### src/rtl/serial_subtractor.sv
`default_nettype none
// serial_subtractor: bit-serial, LSB-first diff = a - b - borrow_in using one full-subtract cell.
// Optional signed-overflow output `ovf` is present when SERIAL_SUB_OVF_EN is defined.
module serial_subtractor #(
  parameter int WIDTH = 8
) (
  input  logic             clk,
  input  logic             rst_n,
  input  logic             start,
  input  logic [WIDTH-1:0] a,
  input  logic [WIDTH-1:0] b,
  input  logic             borrow_in,
  output logic             busy,
  output logic             done,
  output logic [WIDTH-1:0] diff,
  output logic             borrow_out
`ifdef SERIAL_SUB_OVF_EN
  ,
  output logic             ovf
`endif
);

  localparam int CNT_W = (WIDTH > 2) ? $clog2(WIDTH) : 1;

  localparam logic [1:0] S_IDLE  = 2'd0;
  localparam logic [1:0] S_SHIFT = 2'd1;
  localparam logic [1:0] S_DONE  = 2'd2;

  localparam logic [CNT_W-1:0] LAST_BIT = CNT_W'(WIDTH - 1);

  logic [1:0]       state;
  logic [1:0]       state_next;
  logic [WIDTH-1:0] a_sr;
  logic [WIDTH-1:0] b_sr;
  logic [WIDTH-1:0] part;
  logic [WIDTH-1:0] part_next;
  logic [CNT_W-1:0] cnt;
  logic             br;
  logic             accept;
  logic             last_bit;
  logic             d_bit;
  logic             bo_bit;

  assign accept   = (state == S_IDLE) && start;
  assign last_bit = (state == S_SHIFT) && (cnt == LAST_BIT);

  // Full-subtract cell on the current LSBs and the registered borrow.
  assign d_bit     = a_sr[0] ^ b_sr[0] ^ br;
  assign bo_bit    = (~a_sr[0] & b_sr[0]) | (~(a_sr[0] ^ b_sr[0]) & br);
  assign part_next = {d_bit, part[WIDTH-1:1]};

  always_ff @(posedge clk or negedge rst_n) begin
    if (!rst_n) begin
      state <= S_IDLE;
    end else begin
      state <= state_next;
    end
  end

  always_comb begin
    state_next = state;
    case (state)
      S_IDLE:  if (start) state_next = S_SHIFT;
      S_SHIFT: if (cnt == LAST_BIT) state_next = S_DONE;
      S_DONE:  state_next = S_IDLE;
      default: state_next = S_IDLE;
    endcase
  end

  always_comb begin
    busy = 1'b0;
    done = 1'b0;
    case (state)
      S_SHIFT: busy = 1'b1;
      S_DONE:  done = 1'b1;
      default: begin
        busy = 1'b0;
        done = 1'b0;
      end
    endcase
  end

  always_ff @(posedge clk or negedge rst_n) begin
    if (!rst_n) begin
      a_sr <= '0;
      b_sr <= '0;
      part <= '0;
      cnt  <= '0;
      br   <= 1'b0;
    end else if (accept) begin
      a_sr <= a;
      b_sr <= b;
      part <= '0;
      cnt  <= '0;
      br   <= borrow_in;
    end else if (state == S_SHIFT) begin
      a_sr <= {1'b0, a_sr[WIDTH-1:1]};
      b_sr <= {1'b0, b_sr[WIDTH-1:1]};
      part <= part_next;
      cnt  <= cnt + CNT_W'(1);
      br   <= bo_bit;
    end
  end

  // Visible results only move on the edge that retires the MSB.
  always_ff @(posedge clk or negedge rst_n) begin
    if (!rst_n) begin
      diff       <= '0;
      borrow_out <= 1'b0;
    end else if (last_bit) begin
      diff       <= part_next;
      borrow_out <= bo_bit;
    end
  end

`ifdef SERIAL_SUB_OVF_EN
  logic a_msb;
  logic b_msb;

  always_ff @(posedge clk or negedge rst_n) begin
    if (!rst_n) begin
      a_msb <= 1'b0;
      b_msb <= 1'b0;
      ovf   <= 1'b0;
    end else begin
      if (accept) begin
        a_msb <= a[WIDTH-1];
        b_msb <= b[WIDTH-1];
      end
      if (last_bit) begin
        ovf <= (a_msb != b_msb) && (part_next[WIDTH-1] != a_msb);
      end
    end
  end
`endif

endmodule
`default_nettype wire

### config.mk
export PLATFORM = sky130hd
export DESIGN_NAME = serial_subtractor
export DESIGN_NICKNAME = d
export VERILOG_FILES = /design/src/rtl/serial_subtractor.sv
export SDC_FILE = /design/constraint.sdc
export NUM_CORES = 1
export LEC_CHECK = 0
export CAP_MARGIN = 25
export CORE_MARGIN = 3
export CORE_UTILIZATION = 58
export CTS_BUF_LIST = sky130_fd_sc_hd__clkbuf_8
export CTS_CLUSTER_DIAMETER = 100
export DETAILED_ROUTE_END_ITERATION = 8
export PLACE_DENSITY = 0.88
export SLEW_MARGIN = 20
export SYNTH_ARGS = -nofsm -noshare
export SYNTH_HDL_FRONTEND = slang
export SYNTH_SLANG_ARGS = --single-unit
### constraint.sdc
create_clock -name clk -period 2.45 [get_ports clk]
set_input_delay 0.3675 -clock clk [delete_from_list [all_inputs] [get_ports clk]]
set_output_delay 0.3675 -clock clk [all_outputs]
set_load 0.01 [all_outputs]
Yosys cells after proc, flatten, opt, wreduce, memory -nomap -nowiden --
Cells that the tools add are included.
Storage, ports and cells: bits in registers 39, input port bits 20, output and inout port bits 11, logic and storage cells 41
Cells by class: $add $sub $neg 1, equal/unequal tests 5, mux-type cells 15, bitwise operators 7, reductions and logical operators 5
Operators with widths (count):
- two-way mux 8 bit | 6
- two-way mux 3 bit | 2
- two-way mux 1 bit | 4
- two-way mux 2 bit | 2
- != test 2 bit, second input constant | 2
- case mux 2 bit (2 select lines) | 1
- adder 3 x 1 -> 3 bit, second input constant | 1
- equality test 3 bit, second input constant | 1
- bitwise AND 1 bit | 2
- equality test 2 x 1 -> 1 bit, second input constant | 1
- equality test 2 bit, second input constant | 1
- logical AND 1 bit | 2
- logical NOT 2 bit | 1
- inverter 1 bit | 2
- AND reduction 2 bit | 1
- nonzero test 2 bit | 1
- bitwise XOR 1 bit | 2
- bitwise OR 1 bit | 1

Depth between registers and ports, before layout --
depth after elaboration 6, gate-level depth with buffers 5, mapped depth without buffers 4

Worst setup path before layout --
Ideal clock, no wire load.
path type register to register, start register cnt[0], end register diff[0], library setup time 0.125 ns, data arrival time 1.283 ns, data required time 2.325 ns, setup slack 1.042 ns, stages on the path, launching flop included 6, buffers on the path 1, period minus slack after synthesis 1.408 ns, path through dfrtp_1 -> ha_1 -> ha_1 -> nand3b_1 -> buf_6 -> mux2_4
On the way: word-level cells in the longest chain between the ends 2
RTL lines:
- from (decl) | line 37 | logic [CNT_W-1:0] cnt;
- from (signal assigned) | line 100 | cnt <= cnt + CNT_W'(1);
- equality test 3 bit | line 45 | assign last_bit = (state == S_SHIFT) && (cnt == LAST_BIT);
- logical AND 1 bit | line 45
- to (signal assigned) | line 111 | diff <= part_next;
- to (decl) | line 15 | output logic [WIDTH-1:0] diff,
No other way between the ends. A chain may end at the register's enable or synchronous reset.

Worst setup path after layout --
start register state[1], end output port done
On the way: word-level cells in the longest chain between the ends 2
RTL lines:
- from (decl) | line 31 | logic [1:0] state;
- from (signal assigned) | line 56 | state <= state_next;
- equality test 2 bit | line 73 | case (state)
- two-way mux 1 bit | line 73
- to (decl) | line 14 | output logic done,
No other way between the ends.

==> results by group <==
Outcome
  – Status: complete, no violations

Drt
  – Initial DRC count: 57
  – Final wirelength: about 3800 µm
  – Final ANT Viol Nets: 0
  – Vias: ~1.2k
  – Average wire per cell in the routed design: 18.54 µm
  – DRT Pass-1 Iters: 4
  – Vias per std cell: 6.049
  – DRC violations left: 0

Place
  – Hpwl dp: 2577 µm
  – Placed cell count: about 200
  – GPL Wtd Cong: 0.7455
  – IO buf count: 30

Layout
  – Ratio of cells with drive above 1 in the final layout: 15.03%
  – Register area: 950.9 µm²
  – Final std cells w/o fill: 204
  – Layout area overhead: 23.43%
  – Final Util: 77.13%
  – ANT cells: 0
  – Multi-input logic area: about 680 µm²
  – Fill cells: 192
  – Nets: 195

STA
  – Setup_tns: 0 ns
  – Fin. max-slew vios: 0
  – Worst slew margin: 46.07%
  – Endpoints failing setup: 0
  – Tcrit/Tclk final: 84.05%
  – Final hold violations: 0
  – Worst slew pin tran: 0.8090 ns
  – Hold WS: ~0.16 ns
  – Skew final: 0.005223 ns
  – Highest clock rate: 485.6 MHz
  – RSZ-0062 raised after global routing: false
  – Minimum clock period: 2.059 ns

Yosys
  – Largest family of logic cells by synthesized area: simple AND/OR/NAND/NOR gates
  – Ys Warns: 0
  – Synth Area in XOR/XNOR: 0%
  – Compound-Gate Fraction of Synth Area: 13.45%
  – Sequential fraction of the synthesis area: 53.79%
  – #FFs+latches synth: 38
  – Post-Synthesis Cell Area: 1768 µm²
  – Syn_area_per_cell: 12.63 µm²
  – Adder-cell share of the synthesized area: 2.548%
  – Post-synthesis mux area share: 7.997%
  – Net Count, Synth: 163
  – Post-synthesis cell type count: 23
  – Simple-gate area share of the yosys netlist: 14.44%
  – Mapped Cells: 140

Floorplanning
  – Initial cell density of the core: 62.49%
  – # IOs: 31
  – Core area: around 2800 µm²
  – Die width: 61.21 µm
  – Die area: between 3000 and 4000 µm²
  – Die Ht: 61.21 µm
  – Site Rows: 19

Global routing
  – Largest net degree at the start of global routing: 39
  – Initial antenna violation count: 0
  – Grt ovf: 0
  – Vias in the first global route: 1212
  – First-pass GRT wire length: 5885 µm
  – GR Util All Layers: 22.79%

Clock network
  – Clock Sinks: 38
  – Clock-pin transition on the worst setup and hold timing paths: 0.08 ns
  – Worst skew pair latency: about 0.29 ns
  – Post-CTS Resized: 0
  – Total CTS buffers: 5
  – Setup Fix Bufs, Post-CTS: 0
  – CTS root buffer: clkbuf_8
  – Clk buf depth: 2
  – Hold-fix buffers, CTS: 0
  – CTS tree: built
  – Htree depth: 2

Pwr
  – Power per Cell Area: 1253 nW/µm²
  – Worst VDD drop: 652.1 µV
  – Pleak: 0.9946 nW

Setup path
  – Critical Path Fanout Max: 16
  – Critical path required time: ~2.1 ns
  – Crit path arrival time: 1.69 ns
  – CP Launch Type: flop
  – Setup crit end kind: output port
  – Worst setup path class: reg -> out

Min path
  – Min-delay worst type: in -> async

Run
  – Max cap viols: 0
[logic make-up (layout without fill, tap and decap cells)]
| kind of cell | count (synthesis) | after routing |
|---|---|---|
| buffers and inverters | 28 | 61 |
| adder cells (fa/ha/maj) | 3 | 3 |
| multiplexers | 10 | 10 |
| flip-flops | 38 | 38 |
| AND/OR/NAND/NOR | 33 | 33 |
| AO/OA/AOI/OAI | 28 | 28 |
[sequential cells by signal (all words and copies together), names as in the netlist]
signal and cells:
a_sr 8, b_sr 8, borrow_out 1, br 1, cnt 3, diff 8
part 7, state 2
[worst max-delay path: stages (launching register included)]
cell,delay (ns)
dfrtp_1,0.65
nor2b_1,0.20
clkdlybuf4s50_1,0.54
[Yosys cell counts]
| master | count | area, µm² |
|---|---|---|
| buf_4 | 3 | 22.52 |
| dfrtp_1 | 38 | 950.9 |
| a21oi_1 | 1 | 5.000 |
| a211oi_1 | 13 | 97.59 |
| mux2_4 | 8 | 120.1 |
| nor2b_1 | 2 | 12.51 |
| nand3b_1 | 1 | 7.510 |
| a22o_1 | 11 | 96.34 |
| nor2b_2 | 1 | 8.760 |
| clkbuf_2 | 1 | 5.000 |
| ha_1 | 2 | 25.02 |
| mux2_2 | 1 | 11.26 |
| nor2_1 | 2 | 7.510 |
| o21bai_4 | 1 | 18.77 |
| clkbuf_1 | 1 | 3.750 |
| inv_1 | 17 | 63.81 |
| nor3b_1 | 14 | 105.1 |
| fa_1 | 1 | 20.02 |
| buf_2 | 4 | 20.02 |
| buf_6 | 2 | 22.52 |
| nor4b_1 | 13 | 113.9 |
| a222oi_1 | 2 | 20.02 |
| mux2i_1 | 1 | 10.01 |
[layout make-up]
type	count	share of cell area, %
timing repair buffer	36	15.60
tap	31	1.778
multi-input combinational	74	31.14
clock buffer	5	3.154
clock inverter	3	1.835
inverter	17	2.924
sequential	38	43.58
[routing by layer]
layer	global-route usage (%)	part of all wire [%]
met1	28.61	42
met2	36.25	51
met3	5.660	5.7
met4	12.07	1.6
met5	0	0
[per-stage QoR]
stage | instance area [µm²] | setup WS, ns | total power [mW]
after floorplan | 1768 | 1.042 | 1.821
after global placement | 2073 | 0.7683 | 2.126
after detailed placement | 2073 | 0.6703 | 2.208
after CTS | 2182 | 0.3907 | 2.752
after global routing | 2182 | 0.2653 | 2.917
final | 2182 | 0.3908 | 2.735
[power breakdown]
| group | total [mW] | internal (mW) | switching (mW) | leakage, nW |
|---|---|---|---|---|
| Clock | 0.520 | 0.299 | 0.221 | 0.0579 |
| Sequential | 1.12 | 0.911 | 0.208 | 0.467 |
| Combinational | 1.10 | 0.607 | 0.488 | 0.470 |
| Total | 2.73 | 1.82 | 0.918 | 0.995 |
[placed cells by master, fill, tap and decap left out]
cell type	count
dfrtp_1	38
clkdlybuf4s50_1	29
inv_1	17
nor3b_1	14
nor4b_1	13
a211oi_1	13
a22o_1	11
mux2_4	8
buf_4	6
clkbuf_8	5
nor2b_1	2
nor2_1	2
a222oi_1	2
ha_1	2
clkinv_2	2
nor2b_2	1
o21bai_4	1
nand3b_1	1
mux2i_1	1
a21oi_1	1
mux2_2	1
fa_1	1
bufinv_16	1
buf_2	1
[worst paths after layout]
check,from,end,slack [ns],depth (start not counted)
max in group asynchronous,rst_n,part[5],1.78,1
min in group clk,part[1],part[1],0.51,1
setup reg to reg,state[1],diff[6],0.64,2
setup / recovery,state[1],done,0.39,2
hold reg to reg,part[1],part[1],0.51,1
hold / removal,rst_n,diff[0],0.16,1
(Power assumes the default switching activity.)
